File: src/rtl/capture_stop_pkg.sv
// capture_stop_pkg
//   Shared types and constants for the multi-channel capture stop gate.
//   state_t : per-channel FSM state (RUN, STOP, LOCK)
//   cause_t : reported stop cause, encoded exactly as it appears on oCause
//   DEFAULT_UNLOCK_KEY : default value of the unlock key parameter
package capture_stop_pkg;

    typedef enum logic [1:0] {
        RUN  = 2'd0,
        STOP = 2'd1,
        LOCK = 2'd2
    } state_t;

    typedef enum logic [1:0] {
        CAUSE_NONE  = 2'd0,
        CAUSE_CMD   = 2'd1,
        CAUSE_BURST = 2'd2,
        CAUSE_INT   = 2'd3
    } cause_t;

    localparam logic [15:0] DEFAULT_UNLOCK_KEY = 16'hA5C3;

endpackage

File: src/rtl/stop_channel.sv
// stop_channel
//   One capture channel: RUN/STOP/LOCK state machine, burst frame counter
//   and stop-cause register. All outputs are registered.
//   The FSM state is fully observable on the outputs:
//   RUN = {locked,stop} 2'b00, STOP = 2'b01, LOCK = 2'b11.
// Ports
//   clk, rst     : clock, synchronous active-high reset
//   stop_req     : stop request (level or pulse)
//   go_req       : go request
//   lock_evt     : channel interrupt OR global interrupt
//   key_ok       : unlock strobe with a matching key
//   frame_done   : 1-cycle end-of-frame pulse
//   burst_mode   : stop after burst_len frames (sampled on go)
//   burst_len    : burst length, 0 = unlimited (sampled on go)
//   stop         : channel must not start new frames
//   locked       : channel is in LOCK
//   cause        : reason for the last stop
//   frame_cnt    : frames remaining in the burst; 0 when unlimited or not running
module stop_channel
    import capture_stop_pkg::*;
#(
    parameter int CNT_W = 8
) (
    input  logic             clk,
    input  logic             rst,
    input  logic             stop_req,
    input  logic             go_req,
    input  logic             lock_evt,
    input  logic             key_ok,
    input  logic             frame_done,
    input  logic             burst_mode,
    input  logic [CNT_W-1:0] burst_len,
    output logic             stop,
    output logic             locked,
    output cause_t           cause,
    output logic [CNT_W-1:0] frame_cnt
);

    localparam logic [CNT_W-1:0] CNT_ONE = {{(CNT_W-1){1'b0}}, 1'b1};

    state_t           state_q, state_d;
    cause_t           cause_q, cause_d;
    logic [CNT_W-1:0] cnt_q, cnt_d;

    always_comb begin
        state_d = state_q;
        cause_d = cause_q;
        cnt_d   = cnt_q;

        if (lock_evt) begin
            // A lock event wins over everything, from any state.
            state_d = LOCK;
            cause_d = CAUSE_INT;
        end else begin
            unique case (state_q)
                LOCK: begin
                    // Unlocking lands in STOP so the channel needs an explicit go.
                    if (key_ok) begin
                        state_d = STOP;
                    end
                end
                RUN: begin
                    if (stop_req) begin
                        // Stop wins over a coincident frame_done; counter held.
                        state_d = STOP;
                        cause_d = CAUSE_CMD;
                    end else if (frame_done && (cnt_q != '0)) begin
                        // Zero means unlimited, so the counter never wraps.
                        cnt_d = cnt_q - CNT_ONE;
                        if (cnt_q == CNT_ONE) begin
                            state_d = STOP;
                            cause_d = CAUSE_BURST;
                        end
                    end
                end
                STOP: begin
                    if (go_req && !stop_req) begin
                        state_d = RUN;
                        cause_d = CAUSE_NONE;
                        cnt_d   = (burst_mode && (burst_len != '0)) ? burst_len : '0;
                    end
                end
                default: begin
                    state_d = STOP;
                end
            endcase
        end
    end

    always_ff @(posedge clk) begin
        if (rst) begin
            state_q   <= RUN;
            cause_q   <= CAUSE_NONE;
            cnt_q     <= '0;
            stop      <= 1'b0;
            locked    <= 1'b0;
            frame_cnt <= '0;
        end else begin
            state_q   <= state_d;
            cause_q   <= cause_d;
            cnt_q     <= cnt_d;
            stop      <= (state_d != RUN);
            locked    <= (state_d == LOCK);
            // A held counter is hidden while the channel is not running.
            frame_cnt <= (state_d == RUN) ? cnt_d : '0;
        end
    end

    assign cause = cause_q;

endmodule

File: src/rtl/capture_stop_ctrl.sv
// capture_stop_ctrl
//   Multi-channel run/stop gate between command logic and the per-channel
//   capture enables. Each channel is an independent stop_channel; only the
//   global interrupt and the unlock strobe are shared.
// Ports
//   iCLK, iRST  : clock, synchronous active-high reset
//   iStop       : per-channel stop request
//   iGo         : per-channel go request
//   iInterrupt  : per-channel fault, locks that channel
//   iGlobalInt  : locks every channel
//   iFrameDone  : per-channel end-of-frame pulse
//   iBurstMode  : per-channel burst enable (sampled on go)
//   iBurstLen   : burst length shared by all channels (sampled on go), 0 = unlimited
//   iUnlock     : unlock strobe for all locked channels
//   iUnlockKey  : must equal UNLOCK_KEY for iUnlock to take effect
//   oStop       : channel stopped or locked
//   oLocked     : channel in LOCK
//   oCause      : 2 bits per channel: 0 NONE, 1 CMD, 2 BURST, 3 INT
//   oFrameCnt   : CNT_W bits per channel: frames left in the current burst
module capture_stop_ctrl
    import capture_stop_pkg::*;
#(
    parameter int          NUM_CH     = 4,
    parameter int          CNT_W      = 8,
    parameter logic [15:0] UNLOCK_KEY = DEFAULT_UNLOCK_KEY
) (
    input  logic                    iCLK,
    input  logic                    iRST,
    input  logic [NUM_CH-1:0]       iStop,
    input  logic [NUM_CH-1:0]       iGo,
    input  logic [NUM_CH-1:0]       iInterrupt,
    input  logic                    iGlobalInt,
    input  logic [NUM_CH-1:0]       iFrameDone,
    input  logic [NUM_CH-1:0]       iBurstMode,
    input  logic [CNT_W-1:0]        iBurstLen,
    input  logic                    iUnlock,
    input  logic [15:0]             iUnlockKey,
    output logic [NUM_CH-1:0]       oStop,
    output logic [NUM_CH-1:0]       oLocked,
    output logic [2*NUM_CH-1:0]     oCause,
    output logic [CNT_W*NUM_CH-1:0] oFrameCnt
);

    logic key_ok;

    assign key_ok = iUnlock && (iUnlockKey == UNLOCK_KEY);

    for (genvar g = 0; g < NUM_CH; g++) begin : g_ch
        cause_t ch_cause;

        stop_channel #(
            .CNT_W(CNT_W)
        ) u_ch (
            .clk       (iCLK),
            .rst       (iRST),
            .stop_req  (iStop[g]),
            .go_req    (iGo[g]),
            .lock_evt  (iInterrupt[g] | iGlobalInt),
            .key_ok    (key_ok),
            .frame_done(iFrameDone[g]),
            .burst_mode(iBurstMode[g]),
            .burst_len (iBurstLen),
            .stop      (oStop[g]),
            .locked    (oLocked[g]),
            .cause     (ch_cause),
            .frame_cnt (oFrameCnt[CNT_W*g +: CNT_W])
        );

        assign oCause[2*g +: 2] = ch_cause;
    end

endmodule

File: config.mk
export PLATFORM = sky130hd
export DESIGN_NAME = capture_stop_ctrl
export DESIGN_NICKNAME = d
export VERILOG_FILES = /design/src/rtl/capture_stop_pkg.sv /design/src/rtl/stop_channel.sv /design/src/rtl/capture_stop_ctrl.sv
export SDC_FILE = /design/constraint.sdc
export NUM_CORES = 1
export LEC_CHECK = 0
export BUFFER_PORTS_ARGS = -buffer_cell sky130_fd_sc_hd__clkbuf_2
export CAP_MARGIN = 20
export CORE_UTILIZATION = 51
export CTS_BUF_LIST = sky130_fd_sc_hd__clkbuf_2 sky130_fd_sc_hd__clkbuf_4 sky130_fd_sc_hd__clkbuf_8
export DETAILED_ROUTE_END_ITERATION = 7
export PLACE_DENSITY_LB_ADDON = 0.05
export SYNTH_ARGS = -nofsm -noshare
export SYNTH_HDL_FRONTEND = slang
export SYNTH_SLANG_ARGS = --single-unit
File: constraint.sdc
create_clock -name iCLK -period 1.8 [get_ports iCLK]
set_input_delay 0.09 -clock iCLK [delete_from_list [all_inputs] [get_ports iCLK]]
set_output_delay 0.09 -clock iCLK [all_outputs]
set_load 0.02 [all_outputs]
==> results_dict.tcl <==
set metrics [dict create \
    outcome "finished, violations left" \
    violations "negative setup slack" \
    worstMarginPinSlew_ns 0.527 \
    start_util_pct 52.9 \
    grt_pass1_wl_um 22600 \
    setup_viol 23 \
    drt-vias-per-instance 6.22 \
    diodes 0 \
    synth-edff-count 0 \
    gp_congestion 1.04 \
    cp_max_fo 3 \
    setup_slack_ns -0.218 \
    cts_root_buf "clkbuf_8" \
    clock_latency_ns 0.36 \
    n_fill_cell 658 \
    cts.htree.levels 3 \
    fin_tns_setup_ns -1.39 \
    drive_above_1_share_pct 42.6 \
    die_area_um2 9430 \
    syn_nets 604 \
    clk_pin_slew_ns 0.10 \
    dr_total_vias 5026 \
    drt-initial-drc-count 280 \
    die_w_um 97.1 \
    clockBufferDepth 2 \
    place_area_um2 5660 \
    worstHoldPathType "input port to flip-flop" \
    finClkSkew_ns 0.0136 \
    drtPass1Iterations 5 \
    cts_buffers 9 \
    switching_share_pct 25.0 \
    grt_use_met3_pct 4.53 \
    multi_input_area_um2 3000 \
    arrival_ns 2.25 \
    ys_seq_area_share_pct 38.2 \
    routedWlPerCell_um 18.2 \
    cts_tree "built" \
    portBuffers 95 \
    ios 96 \
    grt_usage_pct 29.8 \
    end_kind "flip-flop" \
    synthToLayoutAreaGrowth_pct 38.5 \
    fin_hold_ws_ns 0.00789 \
    antenna_left 0 \
    slew_violations 0 \
    wl_um 14700 \
    finalHoldViolations 0 \
    switching_power_mw 1.09 \
    antenna_found_initial 0 \
    grt_util_met2_pct 49.7 \
    synthFlopType "dfxtp_1" \
    syn_inst 544 \
    power.density_nw_per_um2 681 \
    dp_hpwl_um 10300 \
    min_period_over_period_pct 112 \
    row_count 34 \
    path_class "flip-flop to flip-flop" \
    grt_overflow 0 \
    synth_area_um2 4610 \
    clkSinkCount 88 \
    drc 0 \
    ir_drop_v 0.000396 \
    startpoint_type "flip-flop" \
    ys_warn_count 0 \
    fmax_mhz 495 \
    ctsHoldBuffers 0 \
    met1_usage_pct 38.1 \
    synth-seq-cells 88 \
    required_ns 2.03 \
    fin_crit_ns 2.02 \
    seqCellArea_um2 1780 \
    p_leak_nw 2.62 \
    final_cell_area_um2 6390 \
    maxCapViolCount 0 \
    die_h_um 97.1 \
    slew_headroom_pct 64.9 \
    pwr-share-clk_pct 42.0 \
    rsz0062_at_grt "true" \
    p_int_mw 3.26 \
    place_ws_ns -0.0832 \
    finalPower_mw 4.35 \
    fin_nets 756 \
    grt_pass1_vias 4630 \
    syn_area_per_cell_um2 8.48 \
    core-area_um2 8720 \
    grt_max_degree 23 \
    seqPwrFrac_pct 45.9 \
    async_flop_share_pct 0 \
    comb_power_share_pct 12.1 \
    gr-max-usage-layer "met2" \
    ys_types 81 \
]
-- cell usage after synthesis (4+ instances only) --
library cell,instances,area [µm²]
a211o_1,4,35.0
a211oi_1,4,30.0
a21o_1,5,37.5
a21oi_1,30,150
a221oi_1,6,52.6
a222oi_1,7,70.1
a22o_1,5,43.8
a22oi_1,10,75.1
a311oi_1,6,52.6
a31oi_1,6,37.5
and3_1,6,37.5
buf_2,4,20.0
buf_4,8,60.1
clkbuf_1,22,82.6
dfxtp_1,88,1760
ha_1,12,150
inv_1,21,78.8
nand2_1,17,63.8
nand2b_1,7,43.8
nand3_1,13,65.1
nand4_1,5,31.3
nor2_1,95,357
nor2b_1,4,25.0
nor3_1,25,125
nor4_1,6,37.5
o211ai_1,4,30.0
o21a_1,4,30.0
o21ai_0,13,65.1
o31ai_1,7,52.6
o32ai_1,4,35.0
or2_2,6,37.5
or3_1,9,56.3
or4_1,4,30.0
-- worst max-delay path: stages, from the launching register on --
cell      delay, ns
dfxtp_2        0.35
or4b_4         0.55
a311oi_2       0.22
xor2_1         0.12
a222oi_1       0.52
nor2_1         0.12
-- power groups by stage --
stage | clock, mW | combinational (mW) | sequential (mW)
2_1_floorplan | 0 | 0.260 | 2.06
3_3_place_gp | 0 | 0.470 | 2.04
3_5_place_dp | 0 | 0.476 | 2.04
4_1_cts | 1.83 | 0.492 | 2.00
5_1_grt | 1.92 | 0.564 | 2.00
6_report | 1.83 | 0.527 | 2.00
-- worst paths after layout --
check,startpoint,end,slack (ns),cells after the start
worst max-delay path,g_ch[3].u_ch.cnt_q[1],g_ch[3].u_ch.cnt_q[3],-0.22,5
worst min-delay path,iInterrupt[1],g_ch[1].u_ch.state_q[0],0.008,3
worst max register to register,g_ch[3].u_ch.cnt_q[1],g_ch[3].u_ch.cnt_q[3],-0.22,5
worst min register to register,g_ch[0].u_ch.cause[1],g_ch[0].u_ch.cause[1],0.49,2
-- kinds of logic (layout without fill, tap and decap cells) --
logic type	count (synthesis)	after routing	synth area share (%)
AOI/OAI and AO/OA	143	143	23.0
xor gates and xnor gates	6	6	1.14
muxes	6	6	1.41
DFF	88	88	38.2
buffers and inverters	57	213	5.56
adders and majority gates	12	12	3.26
and+or+nand+nor	232	232	27.4
-- routing by layer --
layer / share of wire, % / wire [µm]
met1: 40 / 5910
met2: 49 / 7130
met3: 7.3 / 1070
met4: 3.8 / 558
met5: 0 / 0
-- area by class of cell --
cell class	instances	share of cell area, %
timing repair buffer	177	17.7
clock inverter	5	2.02
clock buffer	10	2.06
tap	108	2.12
sequential	88	27.9
multi-input combinational	399	47.0
inverter	21	1.27
-- state kept, by name (all words and copies together), names as in the netlist --
signal and cells:
g_ch.u_ch.frame_cnt 32, g_ch.u_ch.locked 4, g_ch.u_ch.state_q 8, g_ch.u_ch.cause 8
g_ch.u_ch.stop 4, g_ch.u_ch.cnt_q 32
-- layout by cell type, fill, tap and decap left out, drive strengths merged, types with 6 or more instances in the layout --
| cell type | synthesis | final |
|---|---|---|
| nand3 | 13 | 13 |
| clkbuf | 22 | 105 |
| nand2b | 7 | 7 |
| o31ai | 8 | 8 |
| or2 | 7 | 7 |
| nor3 | 26 | 26 |
| inv | 21 | 22 |
| a311oi | 6 | 6 |
| o21ai | 14 | 14 |
| nand2 | 17 | 17 |
| buf | 14 | 82 |
| a21oi | 30 | 30 |
| dfxtp | 88 | 88 |
| a22oi | 10 | 10 |
| and3 | 6 | 6 |
| ha | 12 | 12 |
| a221oi | 6 | 6 |
| nor2 | 95 | 95 |
| a222oi | 7 | 7 |
| a31oi | 6 | 6 |
| nor4 | 8 | 8 |
| or3 | 9 | 9 |
-- timing repair --
| action | CTS | global route |
|---|---|---|
| setup endpoints to repair | 39 | 66 |
| pin swaps | 24 | 29 |
| gates resized for setup | 38 | 60 |
| buffers inserted | 1 | 6 |
-- metrics by stage --
step	instances	util, %
floorplan	544	-
global placement	786	64.9
detailed placement	786	64.9
CTS	802	69.8
global route	808	73.2
finish	808	73.2
Note: power is estimated with default switching activity, not from simulation.
